### src/rtl/iir_coef_loader.sv
// -----------------------------------------------------------------------------
// iir_coef_loader
//
// Purpose:
//   Collects a frame of REGSA_NUM+REGSB_NUM 32-bit coefficient beats from a
//   valid/ready stream into shadow registers. A complete, well-formed frame is
//   swapped into the active coefficient outputs atomically, one cycle after
//   the final beat. Malformed frames (short, long, or failing the optional
//   sign check) are rejected with an err strobe and never reach the outputs.
//
// Optional feature:
//   IIR_COEF_SIGN_CHECK_EN - when defined, every stored beat must be a proper
//   sign extension of its low COEF_SZ bits; one bad beat rejects the frame.
//   When undefined all 32 bits are stored verbatim.
//
// Ports:
//   clk      in   single clock, all logic on posedge
//   rstn     in   synchronous active-low reset
//   s_valid  in   write beat valid
//   s_data   in   coefficient word (32 bits)
//   s_last   in   final beat of a coefficient frame
//   s_ready  out  loader accepts beat (low only in COMMIT and during reset)
//   coefsA   out  active A coefficients, REGSA_NUM 32-bit slots
//   coefsB   out  active B coefficients, REGSB_NUM 32-bit slots
//   update   out  one-cycle strobe, new coefficient set active
//   err      out  one-cycle strobe, frame rejected
//   busy     out  frame partially received or commit/drain in progress
// -----------------------------------------------------------------------------
module iir_coef_loader #(
   parameter int REGSA_NUM = 2,
   parameter int REGSB_NUM = 2,
   parameter int COEF_SZ   = 16
) (
   input  logic                   clk,
   input  logic                   rstn,
   input  logic                   s_valid,
   input  logic [31:0]            s_data,
   input  logic                   s_last,
   output logic                   s_ready,
   output logic [REGSA_NUM*32-1:0] coefsA,
   output logic [REGSB_NUM*32-1:0] coefsB,
   output logic                   update,
   output logic                   err,
   output logic                   busy
);

   localparam int FRAME_N = REGSA_NUM + REGSB_NUM;
   localparam int CNT_W   = $clog2(FRAME_N + 1);

   localparam logic [CNT_W-1:0] CNT_ZERO = {CNT_W{1'b0}};
   localparam logic [CNT_W-1:0] CNT_ONE  = CNT_W'(1);
   localparam logic [CNT_W-1:0] LAST_IDX = CNT_W'(FRAME_N - 1);
   // Counter parks at N once the last slot is written; N+1 codes fit CNT_W.
   localparam logic [CNT_W-1:0] FULL_CNT = CNT_W'(FRAME_N);

   typedef enum logic [1:0] {
      ST_LOAD   = 2'd0,
      ST_COMMIT = 2'd1,
      ST_DRAIN  = 2'd2
   } state_t;

   state_t                   state_r;
   state_t                   state_nx_s;
   logic [CNT_W-1:0]         cnt_r;
   logic [CNT_W-1:0]         cnt_nx_s;
   logic [REGSA_NUM*32-1:0]  shadow_a_r;
   logic [REGSB_NUM*32-1:0]  shadow_b_r;
   logic [REGSA_NUM*32-1:0]  coefs_a_r;
   logic [REGSB_NUM*32-1:0]  coefs_b_r;
   logic                     update_r;
   logic                     err_r;
   logic                     busy_r;
   logic                     ready_r;
   logic                     update_nx_s;
   logic                     err_nx_s;
   logic                     busy_nx_s;
   logic                     ready_nx_s;
   logic                     accept_s;
   logic                     reject_s;
   logic                     frame_bad_s;

   // True when bits [31:COEF_SZ] all replicate bit COEF_SZ-1.
   function automatic logic sign_ext_ok(input logic [31:0] data);
      logic ok;
      ok = 1'b1;
      for (int i = 0; i < 32; i++) begin
         if ((i >= COEF_SZ) && (data[i] != data[COEF_SZ-1])) begin
            ok = 1'b0;
         end
      end
      return ok;
   endfunction

   assign accept_s = s_valid & ready_r;

`ifdef IIR_COEF_SIGN_CHECK_EN
   logic bad_r;
   logic beat_bad_s;

   // Flag a stored beat that is not a clean sign extension.
   always_comb begin
      beat_bad_s = 1'b0;
      if (accept_s && (state_r == ST_LOAD)) begin
         beat_bad_s = ~sign_ext_ok(s_data);
      end else begin
         beat_bad_s = 1'b0;
      end
   end

   // Include the current beat so a bad final beat rejects its own frame.
   assign frame_bad_s = bad_r | beat_bad_s;

   // Sticky per-frame bad flag, cleared whenever a frame closes.
   always_ff @(posedge clk) begin
      if (!rstn) begin
         bad_r <= 1'b0;
      end else if (reject_s || (state_r == ST_COMMIT)) begin
         bad_r <= 1'b0;
      end else if (beat_bad_s) begin
         bad_r <= 1'b1;
      end
   end
`else
   assign frame_bad_s = 1'b0;
`endif

   // State and beat-counter register.
   always_ff @(posedge clk) begin
      if (!rstn) begin
         state_r <= ST_LOAD;
         cnt_r   <= CNT_ZERO;
      end else begin
         state_r <= state_nx_s;
         cnt_r   <= cnt_nx_s;
      end
   end

   // Next-state, next-count and frame-reject decode.
   always_comb begin
      state_nx_s = state_r;
      cnt_nx_s   = cnt_r;
      reject_s   = 1'b0;
      case (state_r)
         ST_LOAD: begin
            if (accept_s) begin
               if (cnt_r == LAST_IDX) begin
                  if (!s_last) begin
                     // Frame overruns: swallow the rest up to s_last.
                     state_nx_s = ST_DRAIN;
                     cnt_nx_s   = FULL_CNT;
                  end else if (frame_bad_s) begin
                     reject_s = 1'b1;
                     cnt_nx_s = CNT_ZERO;
                  end else begin
                     state_nx_s = ST_COMMIT;
                     cnt_nx_s   = FULL_CNT;
                  end
               end else if (s_last) begin
                  // Short frame.
                  reject_s = 1'b1;
                  cnt_nx_s = CNT_ZERO;
               end else begin
                  cnt_nx_s = cnt_r + CNT_ONE;
               end
            end else begin
               cnt_nx_s = cnt_r;
            end
         end
         ST_COMMIT: begin
            state_nx_s = ST_LOAD;
            cnt_nx_s   = CNT_ZERO;
         end
         ST_DRAIN: begin
            if (accept_s && s_last) begin
               reject_s   = 1'b1;
               state_nx_s = ST_LOAD;
               cnt_nx_s   = CNT_ZERO;
            end else begin
               state_nx_s = ST_DRAIN;
            end
         end
         default: begin
            state_nx_s = ST_LOAD;
            cnt_nx_s   = CNT_ZERO;
         end
      endcase
   end

   // Next values of the registered status outputs.
   always_comb begin
      update_nx_s = (state_r == ST_COMMIT);
      err_nx_s    = reject_s;
      busy_nx_s   = (cnt_nx_s != CNT_ZERO) || (state_nx_s != ST_LOAD);
      ready_nx_s  = (state_nx_s != ST_COMMIT);
   end

   // Shadow capture: beat j lands in the slot counted down from the top.
   always_ff @(posedge clk) begin
      if (!rstn) begin
         shadow_a_r <= {(REGSA_NUM*32){1'b0}};
         shadow_b_r <= {(REGSB_NUM*32){1'b0}};
      end else if (accept_s && (state_r == ST_LOAD)) begin
         for (int i = 0; i < REGSA_NUM; i++) begin
            if (cnt_r == CNT_W'(REGSA_NUM - 1 - i)) begin
               shadow_a_r[i*32 +: 32] <= s_data;
            end
         end
         for (int i = 0; i < REGSB_NUM; i++) begin
            if (cnt_r == CNT_W'(FRAME_N - 1 - i)) begin
               shadow_b_r[i*32 +: 32] <= s_data;
            end
         end
      end
   end

   // Output registers; both coefficient banks flip on the COMMIT closing edge.
   always_ff @(posedge clk) begin
      if (!rstn) begin
         coefs_a_r <= {(REGSA_NUM*32){1'b0}};
         coefs_b_r <= {(REGSB_NUM*32){1'b0}};
         update_r  <= 1'b0;
         err_r     <= 1'b0;
         busy_r    <= 1'b0;
         ready_r   <= 1'b0;
      end else begin
         update_r <= update_nx_s;
         err_r    <= err_nx_s;
         busy_r   <= busy_nx_s;
         ready_r  <= ready_nx_s;
         if (state_r == ST_COMMIT) begin
            coefs_a_r <= shadow_a_r;
            coefs_b_r <= shadow_b_r;
         end
      end
   end

   assign s_ready = ready_r;
   assign coefsA  = coefs_a_r;
   assign coefsB  = coefs_b_r;
   assign update  = update_r;
   assign err     = err_r;
   assign busy    = busy_r;

endmodule

### config.mk
export PLATFORM = sky130hd
export DESIGN_NAME = iir_coef_loader
export DESIGN_NICKNAME = d
export VERILOG_FILES = /design/src/rtl/iir_coef_loader.sv
export SDC_FILE = /design/constraint.sdc
export NUM_CORES = 1
export LEC_CHECK = 0
export ABC_AREA = 1
export BUFFER_PORTS_ARGS = -buffer_cell sky130_fd_sc_hd__buf_2
export CAP_MARGIN = 20
export CORE_AREA = 4 4 198 200
export DETAILED_ROUTE_END_ITERATION = 10
export DIE_AREA = 0 0 202 204
export GPL_TIMING_DRIVEN = 0
export PLACE_DENSITY_LB_ADDON = 0.3
export SETUP_SLACK_MARGIN = 0.5
export SYNTH_ARGS = -nofsm -noshare
export SYNTH_HDL_FRONTEND = slang
export SYNTH_SLANG_ARGS = --single-unit
### constraint.sdc
create_clock -name clk -period 1.8 [get_ports clk]
set_clock_uncertainty 0.15 [all_clocks]
set_input_delay 0.09 -clock clk [delete_from_list [all_inputs] [get_ports clk]]
set_output_delay 0.09 -clock clk [all_outputs]
set_load 0.03 [all_outputs]
=== After elaboration in Yosys (flattened, before gate mapping) ===
Index checks and enable logic that the tools add are counted.

* Add/subtract/negate cells: 1
* Equality and inequality tests: 6
* Muxes and demuxes: 15
* Bitwise gates (word level): 1
* Reduce and logical (&&, ||, !) cells: 11

{| class="wikitable"
|+ Operator list
! operator !! count
|-
| $mux W3 || 4
|-
| $mux W2 || 4
|-
| $reduce_and A2 Y1 || 4
|-
| $eq A3 B2 Y1 const B || 2
|-
| $pmux W3 S2 || 1
|-
| $mux W1 || 4
|-
| $pmux W2 S2 || 1
|-
| $add A3 B1 Y3 const B || 1
|-
| $eq A3 B1 Y1 const B || 1
|-
| $logic_not A3 Y1 || 1
|-
| $reduce_bool A3 Y1 || 1
|-
| $eq A2 B1 Y1 const B || 1
|-
| $eq A2 B2 Y1 const B || 1
|-
| $logic_and A1 B1 Y1 || 2
|-
| $logic_not A2 Y1 || 1
|-
| $ne A2 B1 Y1 const B || 1
|-
| $pmux W1 S2 || 1
|-
| $reduce_bool A2 Y1 || 1
|-
| $and A1 B1 Y1 || 1
|-
| $logic_or A1 B1 Y1 || 1
|}

* Register bits: 265
* Bits of input ports: 36
* Output and inout port bits: 132
* Word-level logic and storage cells: 46

=== Longest topological paths before layout ===
Gate-level depths: netlist of the first run.

* Word-level depth: 7
* Depth in mapped cells: 10
* Gate-level depth less buffers: 10

=== Least setup slack after synthesis of the first run ===
Ideal clock, no wire load.

* Path kind: reg-to-reg
* Start: register ready_r (netlist: s_ready)
* End: register shadow_a_r[14]
* Setup time: 0.116 ns
* Arrival time: 1.323 ns
* Required time: 1.534 ns
* Setup slack: 0.211 ns
* Cell stages (with the launch flop): 7
* Path buffers: 1
* Period minus slack after synthesis: 1.589 ns
* Path through: dfxtp_1 -> nand2_4 -> nor2_8 -> nand3_4 -> buf_6 -> o21ai_1 -> a21oi_1

* Cells in the longest elaborated chain, start to end: 3

{| class="wikitable"
|+ RTL lines
! what !! line !! text
|-
| start: declaration || 73 || <nowiki>logic ready_r;</nowiki>
|-
| start signal: assignment || 229 || <nowiki>ready_r <= ready_nx_s;</nowiki>
|-
| $and A1 B1 Y1 || 94 || <nowiki>assign accept_s = s_valid & ready_r;</nowiki>
|-
| $logic_and A1 B1 Y1 || 202 || <nowiki>end else if (accept_s && (state_r == ST_LOAD)) begin</nowiki>
|-
| $reduce_and A2 Y1 (no line) || -- ||
|-
| end signal: assignment || 200 || <nowiki>shadow_a_r <= {(REGSA_NUM*32){1'b0}};</nowiki>
|-
| end signal: indexed assignment || 205 || <nowiki>shadow_a_r[i*32 +: 32] <= s_data;</nowiki>
|-
| end: declaration || 66 || <nowiki>logic [REGSA_NUM*32-1:0] shadow_a_r;</nowiki>
|}

No other way between the ends.
A chain may end at the register's enable or synchronous reset.

=== Final worst setup path of the first run ===
* Start: register state_r[0]
* End: register shadow_a_r[25]

* Cells in the longest elaborated chain, start to end: 3

{| class="wikitable"
|+ RTL lines
! what !! line !! text
|-
| start: declaration || 62 || <nowiki>state_t state_r;</nowiki>
|-
| start signal: assignment || 133 || <nowiki>state_r <= state_nx_s;</nowiki>
|-
| $logic_not A2 Y1 || 202 ||
|-
| $logic_and A1 B1 Y1 || 202 ||
|-
| $reduce_and A2 Y1 (no line) || -- ||
|}

No other way between the ends.

==> results of run 1 <==
## kinds of logic after synthesis
kind of cell | after synthesis | synth area share, %
AO/OA/AOI/OAI | 452 | 24.5
adder cells (fa/ha/maj) | 6 | 0.806
flip-flops | 265 | 57.0
AND/OR/NAND/NOR | 165 | 7.67
buffers and inverters | 190 | 10.1
## flip-flops by register name (all words and copies together), names as in the netlist
name	cells
busy	1
cnt_r	3
coefsA	64
coefsB	64
err	1
s_ready	1
shadow_a_r	64
shadow_b_r	64
state_r	2
update	1
## cells in the final DEF (no fill, tap or decap), drive strengths merged
| master | count |
|---|---|
| nor2 | 140 |
| clkinv | 1 |
| nor3 | 1 |
| ha | 6 |
| clkbuf | 85 |
| nand3 | 10 |
| dfxtp | 265 |
| a2111oi | 1 |
| a21oi | 194 |
| o21ai | 257 |
| dlygate4sd3 | 34 |
| bufbuf | 1 |
| nand2 | 17 |
| inv | 110 |
| buf | 266 |
| clkinvlp | 1 |
## timing repair
| action | in CTS | in global routing |
|---|---|---|
| endpoints found under the hold margin | 136 | 3 |
| gates cloned | 16 | 9 |
| gates resized for setup | 192 | 612 |
| pin swaps | 12 | 29 |
| buffers inserted | 31 | 7 |
| endpoints found under the setup margin | 394 | 396 |
## per-layer routing
metal | up-vias | wire length [µm] | track usage, % | share of wire [%]
met2 | 198 | 15800 | 25.1 | 46
met1 | 4075 | 16100 | 21.2 | 47
li1 | 4194 | - | - | -
met5 | - | 0 | 0 | 0
met4 | 0 | 574 | 2.69 | 1.7
met3 | 39 | 1560 | 2.67 | 4.6
## through the flow
| step | std cells | power [W] | cell area (µm²) |
|---|---|---|---|
| CTS | 1884 | 0.0123 | 13300 |
| global route | 1900 | 0.0127 | 15000 |
| floorplan | 1078 | 0.00640 | 9420 |
| detailed placement | 1755 | 0.00663 | 10900 |
| global placement | 1755 | 0.00662 | 10900 |
| finish | 1900 | 0.0123 | 15000 |
## worst reg2reg max path: stages (launching register included)
cell	delay [ns]
dfxtp_4	0.35
inv_4	0.07
nand2_4	0.07
nor2_8	0.13
buf_6	0.14
buf_12	0.11
nand3_4	0.16
clkbuf_16	0.23
a21oi_1	0.13
## where the power goes
part | internal [W] | switching, W
sequential | 0.00593 | 0.0000224
combinational | 0.000316 | 0.000495
clock | 0.00323 | 0.00230
total | 0.00948 | 0.00281
## final cells by class
class | count | area [µm²]
fill | 3656 | 22400
sequential | 265 | 5440
multi-input combinational | 626 | 3870
timing repair buffer | 260 | 2890
buffer | 80 | 872
clock buffer | 46 | 860
tap | 511 | 639
inverter | 110 | 429
clock inverter | 2 | 16.3
## how the worst min path moves through the flow
stage	from	to	slack, ns
2_1_floorplan	s_last	state_r[1]$_SDFF_PN0_	0.02
3_3_place_gp	s_last	state_r[1]$_SDFF_PN0_	0.21
3_5_place_dp	s_last	state_r[1]$_SDFF_PN0_	0.21
4_1_cts	s_valid	err$_SDFF_PN0_	-0.25
5_1_grt	s_valid	err$_SDFF_PN0_	-0.21
6_report	s_valid	err$_SDFF_PN0_	-0.21
==> impl_metrics.ini, run 1 <==
[cts]
htreeDepth = 1
holdBufCountCts = 34
cts_made_buffers = 28
clk_pin_slew_ns = 0.06
clock_latency_ns = 0.53
cts_tree = done
cts.sinks = 265
cts_root_buf = clkbuf_16
cts_buffer_depth = 3

[global_routing]
antenna_found_initial = 0
groute.usage.overall_pct = 15.2
grt_pass1_vias = 8063
grt_max_degree = 14
gr-total-overflow = 0
grt_pass1_wl_um = 49000

[detailed_routing]
drcViolationCount = 0
vias = 8506
wl_per_cell_um = 17.9
ant_nets = 0
avgViaCountPerCell = 4.48
routed_wirelength_um = 34000
drt_first_pass_iters = 5
drt_iter0_markers = 409

[yosys]
synth_top_area_share_pct = 57.0
yosysSeqAreaShare_pct = 57.0
yosys_warnings = 0
synth.distinct_cells = 22
postSynthCellCount = 1078
netlist_top_cells_count = dfxtp_1, a21oi_1, o21ai_0
ys_seq_elements = 265
avgSynthCellArea_um2 = 8.64
synth_edf_count = 0
yosysMostFrequentCell = dfxtp_1
synthTopCellsByArea = dfxtp_1, a21oi_1, o21ai_0
synth.largest_area_cell = dfxtp_1
syn-num-nets = 1120
synth.cell_area_um2 = 9310
synth_flop_cell = dfxtp_1
ys_async_sr_fraction_pct = 0

[worst_setup_path]
cp-end-kind = register
r2r_cells = 8
cp-start-kind = register
path_depth = 8
cp.required_ns = 2.11
crit_chain = inv_4 > nand2_4 > nor2_8 > buf_6 > buf_12 > nand3_4 > clkbuf_16 > a21oi_1
cpPeakStageDelay_ns = 0.35
r2r_slack_ns = 0.20
cp_slowest_cell = dfxtp_4
cpLargestDelayFamily = buffers and inverters
worstPathArrival_ns = 1.91
worstSetupEndpoint = shadow_a_r[25]$_SDFFE_PN0P_
cp-startpoint = state_r[0]$_SDFF_PN0_
crit_fanout = 6
r2r_end = shadow_a_r[25]$_SDFFE_PN0P_
crit_buf_inv = 4
r2r-start = state_r[0]$_SDFF_PN0_
criticalPathCategory = register to register

[run_status]
outcome = complete, but fails checks
failed_checks = hold timing

[power_and_ir_drop]
vdd_drop_max_uv = 811
p_leak_nw = 5.97
p_per_area_nw_per_um2 = 819

[sta]
maxSlewHeadroom_pct = 41.9
rsz0062_at_grt = true
slew_violations = 0
fin_crit_ns = 1.60
fin_ws_ns = 0.198
hold_viol_final = 3
hold_slack_ns = -0.212
final-setup-viol-count = 0
period_share_pct = 89.0
max_freq_ghz = 0.624
worstMarginPinSlew_ns = 0.871
tns_ns = 0

[final_layout]
areaGrowthSynthToFinish_pct = 61.2
antennaDiodeCount = 0
layout-drive-gt1-share_pct = 42.8
utilization_pct = 40.1
nNetsFinal = 1413

[floorplan]
die-width_um = 202
pin_count = 168
chipHeight_um = 204
core.rowCount = 71
start_util_pct = 24.9
fp.dieArea_um2 = 41200
core_area_um2 = 37400

[place]
dp_slack_ns = -0.106
io_buffers = 166
dp_hpwl_um = 23200
gp_congestion = 0.795

[hold_path]
min_path_type = input port to register
min_delay_path_depth = 3

[job]
maxCapViolations = 0
No activity file was read; power rests on OpenSTA's default activity.
==> inputs of run 2 (changes only) <==
- BUFFER_PORTS_ARGS: -buffer_cell sky130_fd_sc_hd__buf_2 -> -buffer_cell sky130_fd_sc_hd__buf_4
==> run 2 against run 1 <==
  * The run still ends with hold timing left
  * Clock-buffer cell count fell by 2
  * Core utilization rose by 2.9 points
  * Sequential power barely moved
  * Highest routed layer unchanged
==> impl_metrics.ini, run 2 (synthesis gave the netlist of run 1 again) <==
[worst_setup_path]
crit_fanout = 5
r2r_end = coefsB[5]$_SDFFE_PN0P_
cp.required_ns = 2.08
worstPathArrival_ns = 1.88
r2r_slack_ns = 0.20
r2r-start = state_r[0]$_SDFF_PN0_
cp-startpoint = state_r[0]$_SDFF_PN0_
cp-end-kind = register
r2r_cells = 9
worstSetupEndpoint = coefsB[5]$_SDFFE_PN0P_
criticalPathCategory = register to register
cp-start-kind = register

[sta]
fin_crit_ns = 1.60
max_freq_ghz = 0.625
period_share_pct = 88.9
worstMarginPinSlew_ns = 1.08
tns_ns = 0
rsz0062_at_grt = true
maxSlewHeadroom_pct = 28.3
slew_violations = 0
hold_slack_ns = -0.351
final-setup-viol-count = 0
hold_viol_final = 5

[power_and_ir_drop]
p_leak_nw = 6.19
vdd_drop_max_uv = 711
power_w = 0.0123
p_per_area_nw_per_um2 = 766

[detailed_routing]
avgViaCountPerCell = 4.52
drcViolationCount = 0
vias = 8728
routed_wirelength_um = 35700
drt_iter0_markers = 412
ant_nets = 0
wl_per_cell_um = 18.5
drt_first_pass_iters = 4

[final_layout]
final_cell_mix = buf_6, dfxtp_1, o21ai_1
finalNonFillerCells = 1931
layout-drive-gt1-share_pct = 51.0
antennaDiodeCount = 0
final_common_cell = buf_6
fillCellCount = 3584
areaGrowthSynthToFinish_pct = 72.8
utilization_pct = 43.0
nNetsFinal = 1442

[floorplan]
core_area_um2 = 37400
pin_count = 168
chipHeight_um = 204
core.rowCount = 71
die-width_um = 202
start_util_pct = 24.9
fp.dieArea_um2 = 41200

[hold_path]
min_path_type = input port to register

[cts]
cts_root_buf = clkbuf_16
holdBufCountCts = 35
htreeDepth = 1
cts_made_buffers = 28
cts_buffer_depth = 3
cts_tree = done
cts.sinks = 265
clock_latency_ns = 0.54
clk_pin_slew_ns = 0.06

[run_status]
outcome = complete, but fails checks
failed_checks = hold timing

[global_routing]
grt_pass1_vias = 8239
grt_pass1_wl_um = 49800
grt_max_degree = 14
antenna_found_initial = 0
groute.usage.overall_pct = 15.5
gr-total-overflow = 0

[place]
gp_congestion = 0.790
io_buffers = 166
placedCellCount = 1755
dp_hpwl_um = 23200

[job]
maxCapViolations = 0
[run 2: layout make-up]
| type | instances | area (µm²) | share of cell area (%) |
|---|---|---|---|
| clock inverter | 6 | 37.5 | 0.233 |
| multi-input combinational | 625 | 4270 | 26.6 |
| sequential | 265 | 5510 | 34.3 |
| inverter | 110 | 434 | 2.70 |
| timing repair buffer | 290 | 3440 | 21.4 |
| tap | 511 | 639 | 3.97 |
| clock buffer | 44 | 862 | 5.36 |
| buffer | 80 | 887 | 5.51 |
[run 2: how the worst min path moves through the flow]
stage,depth (start not counted),start,endpoint,slack (ns)
after floorplan,1,s_last,state_r[1]$_SDFF_PN0_,0.02
after global placement,2,s_last,state_r[1]$_SDFF_PN0_,0.17
after detailed placement,2,s_last,state_r[1]$_SDFF_PN0_,0.17
after CTS,2,s_last,state_r[1]$_SDFF_PN0_,-0.40
after global routing,2,s_last,state_r[1]$_SDFF_PN0_,-0.37
final,2,s_last,state_r[1]$_SDFF_PN0_,-0.35
[run 2: report_power, final]
group / total, W / internal, W / switching [W]
clock: 0.00563 / 0.00327 / 0.00236
sequential: 0.00593 / 0.00591 / 0.0000228
combinational: 0.000756 / 0.000283 / 0.000473
[run 2: worst max-delay path, stage by stage, from the launching register on]
cell	delay (ns)
dfxtp_2	0.35
inv_4	0.05
nor2_4	0.09
buf_12	0.13
buf_6	0.10
clkinvlp_4	0.13
buf_4	0.19
buf_6	0.14
nor2_1	0.11
nor2_1	0.06
[run 2: per-stage QoR]
stage	instance area, µm²	setup slack (ns)
after floorplan	9420	0.372
after global placement	11300	-0.0932
after detailed placement	11300	-0.102
after CTS	13800	0.230
after global routing	16100	0.158
final	16100	0.199
[run 2: what timing repair did]
action / in CTS / in global routing
cloned: 14 / 17
setup endpoints to repair: 331 / 388
setup buffers: 26 / 34
pin swaps: 20 / 42
hold endpoints to repair: 137 / 5
gates resized for setup: 236 / 513
[run 2: routing by layer]
layer | share of wire (%) | global-route usage [%] | vias up
met3 | 5.1 | 2.95 | 41
met1 | 47 | 21.5 | 4224
met5 | 0 | 0 | -
met4 | 1.9 | 3.13 | 0
met2 | 46 | 25.4 | 210
li1 | - | - | 4253
==> inputs of run 3 (changes only) <==
- PLACE_DENSITY: default -> 0.51
- PLACE_DENSITY_LB_ADDON: 0.3 -> default
==> run 3 against run 2 <==
  * The flow still finishes with violations (hold timing)
  * Clock power up 3%
  * Worst hold slack better by 0.18 ns
  * Power increased by 2.3%
  * Critical endpoint is now shadow_b_r[52]$_SDFFE_PN0P_
  * First-iteration DRC count is 2.9% lower
==> impl_metrics.ini, run 3 (synthesis gave the netlist of run 1 again) <==
[run_status]
outcome = complete, but fails checks
failed_checks = hold timing

[floorplan]
start_util_pct = 24.9
core_area_um2 = 37400
fp.dieArea_um2 = 41200
die-width_um = 202
chipHeight_um = 204
core.rowCount = 71
pin_count = 168

[final_layout]
fin_area_um2 = 17000
antennaDiodeCount = 0
finalNonFillerCells = 1967
final_cell_mix = o21ai_2, buf_6, dfxtp_1
areaGrowthSynthToFinish_pct = 82.8
fillCellCount = 3518
layout-drive-gt1-share_pct = 60.0
nNetsFinal = 1483
final_common_cell = o21ai_2
multi_input_area_um2 = 4720
seqCellArea_um2 = 5520

[power_and_ir_drop]
p_clk_share_pct = 45.8
vdd_drop_max_uv = 648
p_comb_share_pct = 7.1
power_switching_w = 0.00293
internal_power_w = 0.00968
swShare_pct = 23.2
p_per_area_nw_per_um2 = 740
p_leak_nw = 6.63
seq_power_share_pct = 47.1

[global_routing]
grt_pass1_vias = 8451
grt_max_degree = 15
grt_pass1_wl_um = 50900
groute.usage.overall_pct = 15.9
antenna_found_initial = 0
gr-total-overflow = 0

[cts]
cts_buffer_depth = 3
clk_pin_slew_ns = 0.06
cts_root_buf = clkbuf_16
cts.sinks = 265
clock_latency_ns = 0.54
htreeDepth = 1
cts_made_buffers = 29
cts_tree = done
holdBufCountCts = 35

[worst_setup_path]
r2r_slack_ns = 0.17
cp-start-kind = register
r2r_cells = 9
cp-end-kind = register
cp-startpoint = state_r[1]$_SDFF_PN0_
worstPathArrival_ns = 1.95
crit_fanout = 5
r2r_end = shadow_b_r[52]$_SDFFE_PN0P_
r2r-start = state_r[1]$_SDFF_PN0_
criticalPathCategory = register to register
cp.required_ns = 2.13

[sta]
worstMarginPinSlew_ns = 1.04
period_share_pct = 90.4
fin_crit_ns = 1.63
slew_violations = 0
max_freq_ghz = 0.615
rsz0062_at_grt = true
hold_slack_ns = -0.176
fin_ws_ns = 0.173
hold_viol_final = 5
final-setup-viol-count = 0
maxSlewHeadroom_pct = 30.4

[place]
dp_slack_ns = -0.0970
dp_hpwl_um = 23400
placed_area_um2 = 11300
io_buffers = 166
placedCellCount = 1755
gp_congestion = 0.791

[detailed_routing]
vias = 8865
ant_nets = 0
routed.top_layer = met4
drt_iter0_markers = 400
drcViolationCount = 0
route.met2.wl_um = 17100
routed_wirelength_um = 36600
drt_first_pass_iters = 4
dr_wl_met3_um = 1840
wl_per_cell_um = 18.6
avgViaCountPerCell = 4.51
met1Wirelength_um = 16900

[hold_path]
min_path_type = input port to register
worstHoldEndpoint = err$_SDFF_PN0_
hp-start = s_valid
min_delay_path_depth = 3

[job]
maxCapViolations = 0
run 3: changes by cell type in the layout (fill, tap and decap cells not counted), sizes merged:
cell / change
nand3: +1
buf: +46
clkbuf: -12
bufinv: +2
clkinv: -2
bufbuf: +1
run 3: metal layers:
| layer | up-vias | GRT usage (%) |
|---|---|---|
| met5 | - | 0 |
| met4 | 0 | 3.17 |
| met3 | 42 | 3.14 |
| met2 | 203 | 26.1 |
| met1 | 4283 | 21.9 |
| li1 | 4337 | - |
run 3: repair_timing:
item	in CTS	in global routing
endpoints found under the hold margin	137	4
pin swaps	27	62
endpoints found under the setup margin	339	393
gates resized for setup	273	642
gates cloned	18	14
buffers inserted	38	61
run 3: layout make-up:
type	instances	area share, %
clock buffer	40	4.80
sequential	265	32.4
buffer	80	5.38
tap	511	3.76
multi-input combinational	626	27.8
clock inverter	6	0.492
inverter	110	2.59
timing repair buffer	329	22.8
run 3: worst max-delay path, cell delays in order (launching register included):
cell,delay (ns)
dfxtp_4,0.36
inv_4,0.06
nand2_4,0.06
nor2_8,0.13
buf_12,0.13
nand3_4,0.10
buf_12,0.16
buf_8,0.13
buf_12,0.13
a21oi_4,0.14
run 3: worst max path at each step:
stage,end,depth (start not counted)
floorplan,busy$_SDFF_PN0_,9
global placement,coefsB[23]$_SDFFE_PN0P_,6
detailed placement,coefsB[22]$_SDFFE_PN0P_,6
CTS,coefsA[34]$_SDFFE_PN0P_,9
global route,coefsA[46]$_SDFFE_PN0P_,9
finish,shadow_b_r[52]$_SDFFE_PN0P_,9
run 3: through the flow:
step	power (W)	util, %	hold WS (ns)	TNS, ns
CTS	0.0126	37.9	-0.244	0
global placement	0.00665	30.2	0.168	-3.65
detailed placement	0.00666	30.2	0.172	-4.76
global route	0.0131	45.5	-0.201	0
finish	0.0126	45.5	-0.176	0
floorplan	0.00640	-	0.0213	0
run 3: power by group through the flow:
stage               clock, W  combinational, W  sequential, W
finish               0.00578          0.000894        0.00593
floorplan                  0          0.000300        0.00610
global route         0.00617          0.000956        0.00594
global placement           0          0.000557        0.00609
detailed placement         0          0.000563        0.00610
CTS                  0.00588          0.000739        0.00596
